**src/rtl/if_fetch_queue.sv**
```systemverilog
// Instruction fetch queue: issues one memory read at a time and buffers returned words.
// Optional stall counter port perf_stall_cnt is enabled by defining IFQ_PERF_CNT_EN.
module if_fetch_queue #(
    parameter int DEPTH  = 4,
    parameter int ADDR_W = 13,
    parameter int DATA_W = 32
) (
    input  logic              clk,
    input  logic              reset,
    input  logic [ADDR_W-1:0] pc_in,
    input  logic              pc_valid,
    output logic              pc_ready,
    output logic              imem_req,
    output logic [ADDR_W-1:0] imem_addr,
    input  logic              imem_ack,
    input  logic [DATA_W-1:0] imem_rdata,
    input  logic              flush,
    output logic              instr_valid,
    output logic [DATA_W-1:0] instr_out,
    output logic [ADDR_W-1:0] instr_pc,
    input  logic              instr_ready
`ifdef IFQ_PERF_CNT_EN
    ,
    output logic [15:0]       perf_stall_cnt
`endif
);

    localparam int PTR_W = $clog2(DEPTH);
    localparam int CNT_W = PTR_W + 1;

    typedef enum logic [1:0] {
        IDLE     = 2'd0,
        WAIT_ACK = 2'd1,
        DROP     = 2'd2
    } state_t;

    state_t            state_reg, state_next;
    logic [PTR_W-1:0]  rd_ptr_reg, wr_ptr_reg;
    logic [CNT_W-1:0]  count_reg;
    logic              imem_req_reg;
    logic [ADDR_W-1:0] imem_addr_reg;

    logic [ADDR_W-1:0] pc_mem   [DEPTH];
    logic [DATA_W-1:0] data_mem [DEPTH];

    logic accept;
    logic push;
    logic pop;
    logic req_done;

    assign pc_ready    = (state_reg == IDLE) && (count_reg < CNT_W'(DEPTH)) && !flush;
    assign instr_valid = (count_reg != '0);
    assign pop         = instr_valid && instr_ready && !flush;
    assign imem_req    = imem_req_reg;
    assign imem_addr   = imem_addr_reg;

    // Head is gated so an empty or freshly reset queue presents zeros.
    assign instr_out = instr_valid ? data_mem[rd_ptr_reg] : '0;
    assign instr_pc  = instr_valid ? pc_mem[rd_ptr_reg]   : '0;

    always_comb begin
        state_next = state_reg;
        accept     = 1'b0;
        push       = 1'b0;
        req_done   = 1'b0;
        case (state_reg)
            IDLE: begin
                if (pc_valid && pc_ready) begin
                    accept     = 1'b1;
                    state_next = WAIT_ACK;
                end
            end
            WAIT_ACK: begin
                if (imem_ack) begin
                    req_done   = 1'b1;
                    push       = !flush;
                    state_next = IDLE;
                end else if (flush) begin
                    state_next = DROP;
                end
            end
            DROP: begin
                if (imem_ack) begin
                    req_done   = 1'b1;
                    state_next = IDLE;
                end
            end
            default: state_next = IDLE;
        endcase
    end

    always_ff @(posedge clk) begin
        if (reset) begin
            state_reg <= IDLE;
        end else begin
            state_reg <= state_next;
        end
    end

    always_ff @(posedge clk) begin
        if (reset) begin
            imem_req_reg  <= 1'b0;
            imem_addr_reg <= '0;
        end else if (accept) begin
            imem_req_reg  <= 1'b1;
            imem_addr_reg <= pc_in;
        end else if (req_done) begin
            imem_req_reg  <= 1'b0;
        end
    end

    // Occupancy is checked at issue, so a push never finds the queue full.
    always_ff @(posedge clk) begin
        if (reset || flush) begin
            rd_ptr_reg <= '0;
            wr_ptr_reg <= '0;
            count_reg  <= '0;
        end else begin
            if (push) begin
                wr_ptr_reg <= wr_ptr_reg + PTR_W'(1);
            end
            if (pop) begin
                rd_ptr_reg <= rd_ptr_reg + PTR_W'(1);
            end
            if (push && !pop) begin
                count_reg <= count_reg + CNT_W'(1);
            end else if (pop && !push) begin
                count_reg <= count_reg - CNT_W'(1);
            end
        end
    end

    always_ff @(posedge clk) begin
        if (push) begin
            pc_mem[wr_ptr_reg]   <= imem_addr_reg;
            data_mem[wr_ptr_reg] <= imem_rdata;
        end
    end

`ifdef IFQ_PERF_CNT_EN
    logic [15:0] perf_cnt_reg;

    always_ff @(posedge clk) begin
        if (reset) begin
            perf_cnt_reg <= '0;
        end else if (pc_valid && !pc_ready && (perf_cnt_reg != 16'hFFFF)) begin
            perf_cnt_reg <= perf_cnt_reg + 16'd1;
        end
    end

    assign perf_stall_cnt = perf_cnt_reg;
`endif

endmodule

```
**config.mk**
```make
export PLATFORM = sky130hd
export DESIGN_NAME = if_fetch_queue
export DESIGN_NICKNAME = d
export VERILOG_FILES = /design/src/rtl/if_fetch_queue.sv
export SDC_FILE = /design/constraint.sdc
export NUM_CORES = 1
export LEC_CHECK = 0
export ABC_AREA = 1
export BUFFER_PORTS_ARGS = -buffer_cell sky130_fd_sc_hd__buf_2
export CORE_ASPECT_RATIO = 1.2
export CORE_MARGIN = 3
export CORE_UTILIZATION = 40
export DETAILED_ROUTE_END_ITERATION = 16
export PLACE_DENSITY = 0.58
export SYNTH_ARGS = -nofsm -noshare
export SYNTH_HDL_FRONTEND = slang
export SYNTH_SLANG_ARGS = --single-unit
```
**constraint.sdc**
```tcl
create_clock -name clk -period 4.8 [get_ports clk]
set_input_delay 0.24 -clock clk [delete_from_list [all_inputs] [get_ports clk]]
set_output_delay 0.24 -clock clk [all_outputs]
set_load 0.005 [all_outputs]
```
Yosys cells after proc, flatten, opt, wreduce, memory -nomap -nowiden:

Memory sizes are Yosys's and may differ from the RTL's. A register that Yosys moved wholly into a read port is not among the register bits.
Index checks and enable logic that the tools add are counted.

* register bits after elaboration: 23
* memories: 2
* bits in writable memories: 180

Memory list
* data_mem: depth 4, width 32, rd ports 1, clocked after Yosys merged registers in 1, wr ports 1, line 44 `logic [DATA_W-1:0] data_mem [DEPTH];`
* pc_mem: depth 4, width 13, rd ports 1, clocked after Yosys merged registers in 1, wr ports 1, line 43 `logic [ADDR_W-1:0] pc_mem [DEPTH];`

* reduce and logical (&&, ||, !) cells: 17
* multiplexer cells: 23
* magnitude comparators: 1
* add/subtract/negate cells: 4
* equality and inequality tests: 5

Operator list (count)
* 32-bit 2-to-1 mux: 1
* 2-bit 2-to-1 mux: 8
* 13-bit 2-to-1 mux: 1
* 1-bit 2-to-1 mux: 10
* 1-bit logical AND: 7
* 3-bit 2-to-1 mux: 2
* 2-bit one-hot mux with 3 select lines: 1
* 2-bit by 1-bit adder with 2-bit output, second input constant: 2
* 2-bit nonzero test: 2
* 3-bit by 1-bit adder with 3-bit output, second input constant: 1
* 1-bit zero test: 3
* 3-bit less-than comparator, second input constant: 1
* 3-bit != test, second input constant: 1
* 3-bit AND reduction: 1
* 3-bit nonzero test: 1
* 3-bit by 1-bit subtractor with 3-bit output, second input constant: 1
* 2-bit by 1-bit equality test with 1-bit output, second input constant: 1
* 2-bit equality test, second input constant: 1
* 2-bit zero test: 1
* 2-bit by 1-bit != test with 1-bit output, second input constant: 1
* 2-bit != test, second input constant: 1
* 2-bit OR reduction: 1
* 1-bit logical OR: 1

Longest topological paths before layout:

* depth in word-level cells: 7
* depth in mapped cells: 12
* mapped depth without buffers: 12

Worst setup path after synthesis:

Ideal clock, no wire load.

* path kind: flip-flop to flip-flop
* start point: register state_reg[1]
* end point: memory data_mem[0][0] (enable)
* clock period less this slack: 3235 ps
* required time: 4353 ps
* setup slack: 1565 ps
* data arrival time: 2788 ps
* cell stages (with the launch flop): 7
* path buffers: 0
* cells stage by stage: dfxtp_1 inv_1 ha_1 nand2_1 nor2_1 inv_1 nor2_1

* cells in the longest elaborated chain, start to end: 4

Ends and longest elaborated chain
* start: declaration: line 37 `state_t state_reg, state_next;`
* start signal: assignment: line 96 `state_reg <= state_next;`
* 2-bit by 1-bit equality test with 1-bit output: line 66 `case (state_reg)`
* 1-bit 2-to-1 mux: line 66
* via push: line 47 `logic push;`
* 1-bit 2-to-1 mux: line 134 `if (push) begin`
* 1-bit 2-to-1 mux (implied by the code): line 136 `data_mem[wr_ptr_reg] <= imem_rdata;`
* end: declaration: line 44

The timed path passes the listed nets, and every way through them passes these cells.

==> results by group <==
Floorplan
  • Initial Util: around 41%
  • Die Span Y: ~160 µm
  • Rows: 56
  • Die width: 137 µm
  • Placeable Area: 19900 µm²
  • Die area: 22400 µm²
  • I/O pin count: 112

Synth
  • Post-Synth Simple-Gate Area: roughly an eighth
  • Multiplexer share of the synthesized area: 0%
  • Largest family of logic cells by synthesized area: simple AND/OR/NAND/NOR gates
  • Post-synth ARST share: 0%
  • Largest area contributor in the netlist: edfxtp_1
  • Commonest cells in the netlist: 194 x nor2_1, 180 x edfxtp_1, 68 x o21ai_0, 58 x a21oi_1, 26 x o21ai_1
  • Post-synth top area share: 65.6%
  • Most frequent cell after synthesis: nor2_1
  • Ranking of synthesized cells by area: edfxtp_1 66%, nor2_1 8.8%, dfxtp_1 6.1%, o21ai_0 4.1%, a21oi_1 3.5%
  • XOR/XNOR share of the synthesized area: 0.106%
  • Top_reg_cell synth: edfxtp_1
  • Post-Syn Nets: ~750
  • Sequential-to-total area share from yosys stat: 71.7%
  • Synth cell types: 25
  • Avg Synthesized Cell Area: 11.9 µm²
  • Mapped Area: 8230 µm²
  • YS warnings: 0
  • Compound-Gate Fraction of Synth Area: about a tenth
  • Flops & latches, synth: 205
  • Post-synth EDFFs: between 150 and 200
  • Cells after Synth: 691
  • Adder-Cell Fraction of Synth Area: 1.61%

Cells and area
  • Syn-to-layout area delta: 20.1%
  • # diodes: 0
  • Fraction of layout cells with a size suffix above 1: 20.9%
  • Layout Nets: 884
  • Max reg flops: 128
  • Final Instance Area: 9890 µm²

STA
  • Final hold slack: 0.0171 ns
  • Final Hold Fails: 0
  • FMAX: 0.319 GHz
  • Setup-failing EPs final: 0
  • Slew Limit Fails: 0
  • Slew HR: a little under a third
  • Period utilization: 65.2%
  • Final Skew: 0.00813 ns
  • RSZ-0062 raised after global routing: no
  • Worst Max-Slew Pin Slew: approximately 1.0 ns
  • Fin Setup TNS: 0 ns
  • Final Critical Period: ~3.1 ns

Clock network
  • Longest Clk Path Bufs: 3
  • Sink Count: approximately 200
  • Resized Gates After CTS: 0
  • Clock Latency Late Sink: 0.48 ns
  • CTS tree: built
  • Total CTS buffers: 21
  • H-tree depth: 1
  • Reg clk slew, reported paths: 0.06 ns
  • Setup bufs post-CTS: 0
  • Clk root buf: clkbuf_16
  • Hold-fix buffers, CTS: 31

Critical path
  • Crit path max fanout: 46
  • Number of buffer and inverter stages on the critical path: 2
  • Data arrival time of the worst path: 2.89 ns
  • Slowest stage delay, CP: 1.00 ns
  • Reg2reg path depth: 7
  • Family with the most delay on the worst path: flip-flops
  • Slowest-stage cell, CP: dfxtp_2
  • Crit Reg-Reg Startpoint: state_reg[1]
  • Flop2flop setup slack: approximately 2.3 ns
  • Startpoint Class: flip-flop
  • FF-to-FF End: data_mem[2][2]
  • Crit Path Category: reg -> out
  • Critical path cell sequence: inv_2 -> nor2_1 -> o21ai_0 -> a21oi_1 -> buf_2
  • Crit end category: output pin
  • Req. time, crit path: 4.56 ns

Hold path
  • Min-delay src: imem_rdata[6]
  • Hold path depth: 1
  • Worst hold path type: in -> reg
  • Hold EP: data_mem[0][6]

Pwr
  • Sw Share: between 20% and 30%
  • P per Cell Area: 398 nW/µm²
  • Reg power frac: a little over half
  • Comb pwr share: ~11%
  • Worst VDD drop: roughly 230 µV
  • Clock share of power: 36.9%
  • Final Power: between 3000 and 4000 µW
  • Net Sw Power: between 900 and 1000 µW
  • Internal cell power: ~3000 µW
  • Leakage: 0.00366 µW

Route
  • Final wirelength: 18400 µm
  • Initial DRC count: roughly 400
  • DR vias/cell: 5.04
  • Avg WL per Cell: 16.7 µm
  • Routed Antenna Nets: 0
  • Total vias in the final route: around 5500
  • DRC violations left: 0
  • TritonRoute pass-1 iters: 4

Place
  • Gpl congestion: just over 0.7
  • I/O Buffers: 111
  • HPWL Detailed: around 11000 µm
  • Cell area after placement: 8970 µm²

Global routing
  • First-pass GRT wire length: 29300 µm
  • Gr usage total: 16.5%
  • Number of global-route vias before repair: 5753
  • Largest net degree at the start of global routing: 92
  • Overflow left after global routing: 0
  • Antenna violations before repair: 1

Run status
  • Status: completed

Flow run
  • Maxcap violations: 0
-- cells in the final DEF (no fill, tap or decap), drive strengths merged --
cell / Yosys / final
buf: 25 / 116
a21oi: 68 / 68
clkbuf: 13 / 29
dlygate4sd3: 0 / 31
dfxtp: 25 / 25
fa: 1 / 1
clkinvlp: 0 / 1
xor2: 1 / 1
o21ai: 94 / 94
nand2: 34 / 34
ha: 9 / 9
nor2: 195 / 195
edfxtp: 180 / 180
o21bai: 1 / 1
nand3b: 1 / 1
clkinv: 0 / 7
inv: 26 / 26
nand3: 18 / 18
-- cell type report --
class	count	area [µm²]
multi-input combinational	422	2040
tap	261	327
timing repair buffer	147	903
clock inverter	8	36.3
clock buffer	29	576
inverter	26	97.6
fill	1809	10000
sequential	205	5910
-- logic make-up (layout without fill, tap and decap cells) --
family | count (synthesis) | in the layout
xor+xnor | 1 | 1
fa+ha+maj | 10 | 10
simple gates | 248 | 248
compound gates | 163 | 163
flops | 205 | 205
buf+inv | 64 | 210
-- per-stage QoR --
| stage | worst slack (ns) | instances | util, % |
|---|---|---|---|
| floorplan | 1.56 | 691 | - |
| global placement | 2.11 | 1030 | 45.1 |
| CTS | 1.60 | 1098 | 49.7 |
| global route | 1.37 | 1098 | 49.7 |
| detailed placement | 2.11 | 1030 | 45.1 |
| finish | 1.67 | 1098 | 49.7 |
-- power groups by stage --
stage / logic (µW) / clock network, µW / registers (µW)
after floorplan: 267 / 0 / 2080
after global placement: 389 / 0 / 2090
after detailed placement: 409 / 0 / 2090
after CTS: 431 / 1490 / 2060
after global routing: 479 / 1560 / 2060
final: 424 / 1450 / 2060
-- worst max path at each step --
| stage | startpoint | endpoint | slack, ns | cells past startpoint |
|---|---|---|---|---|
| finish | flip-flop | instr_out[22] | 1.67 | 5 |
| global route | flip-flop | instr_out[15] | 1.37 | 5 |
| CTS | flip-flop | instr_out[22] | 1.60 | 5 |
| detailed placement | flip-flop | instr_out[22] | 2.11 | 5 |
| global placement | flip-flop | instr_out[29] | 2.11 | 5 |
| floorplan | state_reg[1] | data_mem[0][0] | 1.56 | 6 |
-- per-layer routing --
metal	vias up	track usage [%]	share of wire [%]
met5	-	0	0.038
met4	2	4.49	1.7
met3	24	2.53	4.8
met2	141	29.2	51
met1	2696	20.9	42
li1	2673	-	-
Note: power is estimated with default switching activity, not from simulation.
